===== src/rtl/voter_session_ctrl.sv =====
// Session controller for the 4-input voter: collects one ballot per voter,
// closes on full turnout or timeout, then latches the voter's verdict.
module voter_session_ctrl #(
   parameter int unsigned TIMEOUT_CYCLES = 15
) (
   input  logic       clk,
   input  logic       rst,
   input  logic       start,
   input  logic [3:0] vote_valid,
   input  logic [3:0] vote_val,
   output logic [3:0] vote_ack,
   output logic [3:0] ballot,
   output logic [3:0] cast,
   input  logic [2:0] verdict_in,
   output logic [2:0] verdict,
   output logic       result_valid,
   output logic       timed_out,
   output logic       busy
);

   localparam int unsigned TW = $clog2(TIMEOUT_CYCLES + 1);
   localparam logic [TW-1:0] TIMER_LAST = TW'(TIMEOUT_CYCLES - 1);
   localparam logic [TW-1:0] TIMER_ONE  = TW'(1);

   typedef enum logic [1:0] {
      ST_IDLE   = 2'd0,
      ST_OPEN   = 2'd1,
      ST_SETTLE = 2'd2
   } state_t;

   state_t        state_q, state_d;
   logic [3:0]    ballot_q, ballot_d;
   logic [3:0]    cast_q, cast_d;
   logic [3:0]    ack_q, ack_d;
   logic [TW-1:0] timer_q, timer_d;
   logic [2:0]    verdict_q, verdict_d;
   logic          rv_q, rv_d;
   logic          to_q, to_d;
   logic [3:0]    accept;

   // A vote is taken only while OPEN and only once per voter per session.
   for (genvar gi = 0; gi < 4; gi++) begin : g_accept
      assign accept[gi] = (state_q == ST_OPEN) && vote_valid[gi] && !cast_q[gi];
   end

   always_ff @(posedge clk or posedge rst) begin
      if (rst) begin
         state_q   <= ST_IDLE;
         ballot_q  <= 4'd0;
         cast_q    <= 4'd0;
         ack_q     <= 4'd0;
         timer_q   <= '0;
         verdict_q <= 3'd0;
         rv_q      <= 1'b0;
         to_q      <= 1'b0;
      end else begin
         state_q   <= state_d;
         ballot_q  <= ballot_d;
         cast_q    <= cast_d;
         ack_q     <= ack_d;
         timer_q   <= timer_d;
         verdict_q <= verdict_d;
         rv_q      <= rv_d;
         to_q      <= to_d;
      end
   end

   always_comb begin
      state_d   = state_q;
      ballot_d  = ballot_q;
      cast_d    = cast_q;
      ack_d     = 4'd0;
      timer_d   = timer_q;
      verdict_d = verdict_q;
      rv_d      = 1'b0;
      to_d      = to_q;
      case (state_q)
         ST_IDLE: begin
            if (start) begin
               ballot_d = 4'd0;
               cast_d   = 4'd0;
               to_d     = 1'b0;
               timer_d  = '0;
               state_d  = ST_OPEN;
            end
         end
         ST_OPEN: begin
            ballot_d = (ballot_q & ~accept) | (vote_val & accept);
            cast_d   = cast_q | accept;
            ack_d    = accept;
            timer_d  = timer_q + TIMER_ONE;
            // Full turnout wins over expiry on the same cycle.
            if (cast_d == 4'b1111) begin
               state_d = ST_SETTLE;
               to_d    = 1'b0;
            end else if (timer_q == TIMER_LAST) begin
               state_d = ST_SETTLE;
               to_d    = 1'b1;
            end
         end
         ST_SETTLE: begin
            verdict_d = verdict_in;
            rv_d      = 1'b1;
            state_d   = ST_IDLE;
         end
         default: begin
            state_d = ST_IDLE;
         end
      endcase
   end

   assign vote_ack     = ack_q;
   assign ballot       = ballot_q;
   assign cast         = cast_q;
   assign verdict      = verdict_q;
   assign result_valid = rv_q;
   assign timed_out    = to_q;
   assign busy         = (state_q != ST_IDLE);

endmodule


===== config.mk =====
export PLATFORM = sky130hd
export DESIGN_NAME = voter_session_ctrl
export DESIGN_NICKNAME = d
export VERILOG_FILES = /design/src/rtl/voter_session_ctrl.sv
export SDC_FILE = /design/constraint.sdc
export NUM_CORES = 1
export LEC_CHECK = 0
export ABC_AREA = 1
export CAP_MARGIN = 15
export CORE_MARGIN = 2
export CORE_UTILIZATION = 39
export DETAILED_ROUTE_END_ITERATION = 8
export GPL_TIMING_DRIVEN = 0
export PLACE_DENSITY = 0.73
export SETUP_SLACK_MARGIN = 0.2
export SLEW_MARGIN = 20
export SYNTH_ARGS = -nofsm -noshare
export SYNTH_HDL_FRONTEND = slang
export SYNTH_SLANG_ARGS = --single-unit
export TNS_END_PERCENT = 50

===== constraint.sdc =====
create_clock -name clk -period 1.2 [get_ports clk]
set_input_delay 0.18 -clock clk [delete_from_list [all_inputs] [get_ports clk]]
set_output_delay 0.18 -clock clk [all_outputs]
set_load 0.05 [all_outputs]

== Yosys cells after proc, flatten, opt, wreduce, memory -nomap -nowiden ==
Cells that the tools add are included.

* Flip-flop bits (word level): 23
* Input port bits: 14
* Output and inout bits: 18

* Add/sub/neg operators: 1
* Eq/ne operators: 6
* Muxes and demuxes: 14
* Bitwise logic cells: 5
* Reductions and logical operators: 18

{| class="wikitable"
|+ Operator list
! kind !! number
|-
| case mux 4 bit (2 select lines) || 3
|-
| AND 4 bit || 2
|-
| equality test 4 bit (second input constant) || 2
|-
| logical AND 1 bit || 8
|-
| 2-to-1 mux 4 bit || 2
|-
| OR 4 bit || 2
|-
| 2-to-1 mux 2 bit || 3
|-
| adder 4 x 1 -> 4 bit (second input constant) || 1
|-
| zero test 1 bit || 4
|-
| 2-to-1 mux 1 bit || 4
|-
| NOT 4 bit || 1
|-
| case mux 2 bit (2 select lines) || 1
|-
| AND reduction 2 bit || 2
|-
| nonzero test 2 bit || 2
|-
| != test 3 x 1 -> 1 bit (second input constant) || 1
|-
| AND reduction 3 bit || 1
|-
| equality test 2 x 1 -> 1 bit (second input constant) || 1
|-
| equality test 2 bit (second input constant) || 1
|-
| zero test 2 bit || 1
|-
| != test 2 bit (second input constant) || 1
|-
| case mux 1 bit (2 select lines) || 1
|}

== Logic depth before layout (Yosys ltp) ==
Gate-level depths: netlist (run 1).

* Word-level depth: 7
* Mapped depth: 7

== Least setup slack after synthesis (run 1) ==
OpenSTA, ideal clock, no wires.

* Kind: reg-to-reg
* From: register cast_q[3] (netlist: cast[3])
* To: register state_q[0]
* Setup time: 0.126 ns
* Arrival: 1.089 ns
* Required time: 1.074 ns
* Setup slack: -0.015 ns
* Cell stages (with the launch flop): 6
* Path buffers: 0
* Period minus slack after synthesis: 1.215 ns
* Path through: dfrtp_1 inv_1 nand2_1 nand2_1 o21ai_1 o21ai_0

* Cells in the longest elaborated chain, start to end: 6
* Elaborated cells on any way between the ends: 8
* Classes of those cells: eq/ne: 2; mux: 2; bitwise: 1; reduce/logical: 3

{| class="wikitable"
|+ Ends and longest elaborated chain
! item !! RTL line !! source
|-
| start: declaration || 33 || <nowiki>logic [3:0] cast_q, cast_d;</nowiki>
|-
| start signal: assignment || 59 || <nowiki>cast_q <= cast_d;</nowiki>
|-
| zero test 1 bit || 43 || <nowiki>assign accept[gi] = (state_q == ST_OPEN) && vote_valid[gi] && !cast_q[gi];</nowiki>
|-
| logical AND 1 bit || 43 ||
|-
| OR 4 bit (*) || 89 || <nowiki>cast_d = cast_q | accept;</nowiki>
|-
| equality test 4 bit (*) || 93 || <nowiki>if (cast_d == 4'b1111) begin</nowiki>
|-
| 2-to-1 mux 2 bit / != test 3 x 1 -> 1 bit (equally long branches) || n/a ||
|-
| case mux 2 bit (2 select lines) / AND reduction 2 bit (equally long branches) || n/a ||
|-
| end signal: assignment || 57 || <nowiki>state_q <= state_d;</nowiki>
|-
| end: declaration || 31 || <nowiki>state_t state_q, state_d;</nowiki>
|}

Mark *: on every way between the ends. The rest lies on a longest branch, timed or not.
A chain may end at the register's enable or synchronous reset.

== Worst setup path in the final report (run 1) ==
* From: register state_q[1]
* To: output port busy

* Cells in the longest elaborated chain, start to end: 1

{| class="wikitable"
|+ Ends and longest elaborated chain
! item !! RTL line !! source
|-
| nonzero test 2 bit || 118 || <nowiki>assign busy = (state_q != ST_IDLE);</nowiki>
|-
| end: declaration || 18 || <nowiki>output logic busy</nowiki>
|}

No other way between the ends.

==> out/qor.txt, run 1 <==
GRT Resource Usage Total - 0.163
Min cycle time layout - 1.24 ns
Core area - 2230 um^2
DRC violations left - 0
Post-synth top area cell - dfrtp_1
PwrDens - 3110 nW/um^2
Final HPWL DP - 1460 um
Sequential share of power - 0.287
Routed WL per cell - 12.8 um
Post-synth ARST share - 1.00
Worst skew pair latency - 0.31 ns
Unrepaired setup endpoints after global routing - yes
Vias in the first global route - 788
Routed Antenna Nets - 0
Fmax - 0.806 GHz
Hold Slack - 0.228 ns
Seq cells post-synth - 23
Die Wd - 52.9 um
Initial Util - 0.418
Startpoint types - flop
Combinational power share - 0.641
CP Capture Type - primary output
Hold Fails Final Rpt - 0
Fillcell total - 163
Initial antenna violation count - 0
1st-iter DRT viols - 18
Max Cap Viol - 0
Status - finished with violations
Post-synth top cells - dfrtp_1, nand2_1, inv_1
Die H - 52.9 um
Via count - 840
RD Place Congestion - 0.756
Ys Warns - 0
Clock Tree Root - clkbuf_4
Failing checks - setup timing
DRT Pass-1 Iters - 4
Synthesized area per cell - 9.33 um^2
Clock sink count - 23
Critical Path Fanout Max - 2
Sw Pwr - 2.36 mW
I/O pins - 32
Reg2Reg Setup Slack - -0.03 ns
CTS tree - built
Cell Int Power - 2.45 mW
TritonCTS Buffers - 3
Mapped cell area - 933 um^2
Critical Path Source - state_q[1]
Post-Syn Nets - 116
Register area share after synthesis - 0.617
Peak VDD IR - 2.06 mV
P_leak - 0.728 nW
CTS Hold Bufs - 0
Worst endpoint data arrival time - 1.06 ns
Final setup vio count - 3
Largest net degree at the start of global routing - 24
WS Path Type - flop to primary output
Nets - 163
Worst-path clk slew - 0.11 ns
Synth area leaders - dfrtp_1, nand2_1, nand3_1
Number of synthesized flops with an enable pin - 0
Vias per cell - 4.83
Hold Crit Class - input port to async pin
Synth top area share - 0.617
N_diodes - 0
Net Sw Frac - 0.491
Layout cells sized above 1 - 0.479
GR Overflow Total - 0
Layout Area Growth over Synthesis - 65.5%
Port bufs - 31
Slew of the pin with the lowest slew margin - 0.480 ns
Max_slew headroom - 0.679
Post-synth cell types - 16
Slew Viols, Final - 0
WP data required - 1.02 ns
Main synth FF type - dfrtp_1
Setup Skew - 0.000840 ns
Clock network fraction of total power - 0.072
Drt total wl - 2220 um
First-pass GRT wire length - 3330 um
Htree depth - 1
FP Rows - 17
Die ar. - 2800 um^2
Period utilization - 1.03
Reg2reg start - state_q[1]
Post-layout total power - 4.81 mW
Mapped Cells - 100
Final worst slack - -0.0400 ns
CTS max path bufs - 2
## worst max-delay path, stage by stage, from the launching register on
cell and delay [ns]:
dfrtp_1 0.44, nor2_2 0.12, inv_1 0.05, buf_6 0.14
## worst paths after layout
check | endpoint | cells past startpoint
worst max-delay path | busy | 3
worst min-delay path | vote_ack[2] | 2
worst max register to register | state_q[0] | 6
worst min register to register | timer_q[3] | 1
max in group asynchronous | cast[0] | 2
min in group clk | ballot[1] | 3
## routing by layer
layer	global-route usage	wire length, um	vias to the layer above
li1	-	-	420
met1	0.208	923	388
met2	0.285	1140	28
met3	0.0282	120	4
met4	0.0385	31	0
met5	0	0	-
## cells in the final DEF, fill, tap and decap left out, types with 2 or more instances in the layout
cell type         n
nand3_1           4
o21ai_1           3
ha_1              2
buf_8             4
nand3_2           3
nor2_2            3
dfrtp_1          18
buf_6            17
clkdlybuf4s50_1  13
clkbuf_4          3
nor2_4            2
nor3_1            2
buf_4             8
nor2_1            5
inv_4             3
o21ai_2           3
inv_2             5
inv_1             3
a21oi_1           7
nand2_2          11
o21ai_0           3
nand2_1          12
dfrtp_2           5
## registers in the layout, summed over array words and instances (netlist names)
register / cells
ballot: 4
cast: 4
timer_q: 4
vote_ack: 4
verdict: 3
state_q: 2
result_valid: 1
timed_out: 1
## area by class of cell
class	count	area, um^2	share of cell area
inverter	12	56.3	0.0364
tap	28	35.0	0.0227
timing repair buffer	42	442	0.286
clock buffer	4	26.3	0.0170
sequential	23	582	0.377
multi-input combinational	65	404	0.262
## metrics by stage
step	worst slack [ns]	TNS [ns]	instance area (um^2)	std cells	util
6_report	-0.0400	-0.0934	1550	174	0.692
5_1_grt	-0.101	-0.400	1550	174	0.692
4_1_cts	-0.0497	-0.0748	1420	170	0.634
3_5_place_dp	-0.364	-5.30	1290	159	0.577
3_3_place_gp	-0.369	-4.41	1290	159	0.577
2_1_floorplan	0.149	0	943	100	-
## power groups by stage
stage	Sequential, mW	Clock (mW)	Combinational [mW]
3_3_place_gp	1.34	0	2.27
5_1_grt	1.42	0.393	3.29
6_report	1.38	0.348	3.08
3_5_place_dp	1.35	0	2.31
2_1_floorplan	2.14	0	0.768
4_1_cts	1.35	0.351	2.67
## logic make-up (layout without fill, tap and decap cells)
family / count (synthesis) / in the layout / synth area share
simple gates: 45 / 45 / 0.202
flops: 23 / 23 / 0.617
compound gates: 16 / 16 / 0.0858
buf+inv: 12 / 58 / 0.0483
fa+ha+maj: 2 / 2 / 0.0268
xor+xnor: 1 / 1 / 0.00939
mux: 1 / 1 / 0.0107
## timing repair
item                       4_1_cts  5_1_grt
gates resized for setup        133       34
setup buffers                    7        4
pin swaps                        2        3
setup endpoints to repair       40       39
No activity file was read; power rests on OpenSTA's default activity.
==> run 2: changes to the inputs <==
--- a/config.mk
+++ b/config.mk
@@ -10,6 +10,7 @@
 export CORE_MARGIN = 2
 export CORE_UTILIZATION = 39
 export DETAILED_ROUTE_END_ITERATION = 8
+export GPL_ROUTABILITY_DRIVEN = 0
 export GPL_TIMING_DRIVEN = 0
 export PLACE_DENSITY = 0.73
 export SETUP_SLACK_MARGIN = 0.2
==> results of run 2 <==
The final DEF is identical to that of run 1; final timing and power are the same.
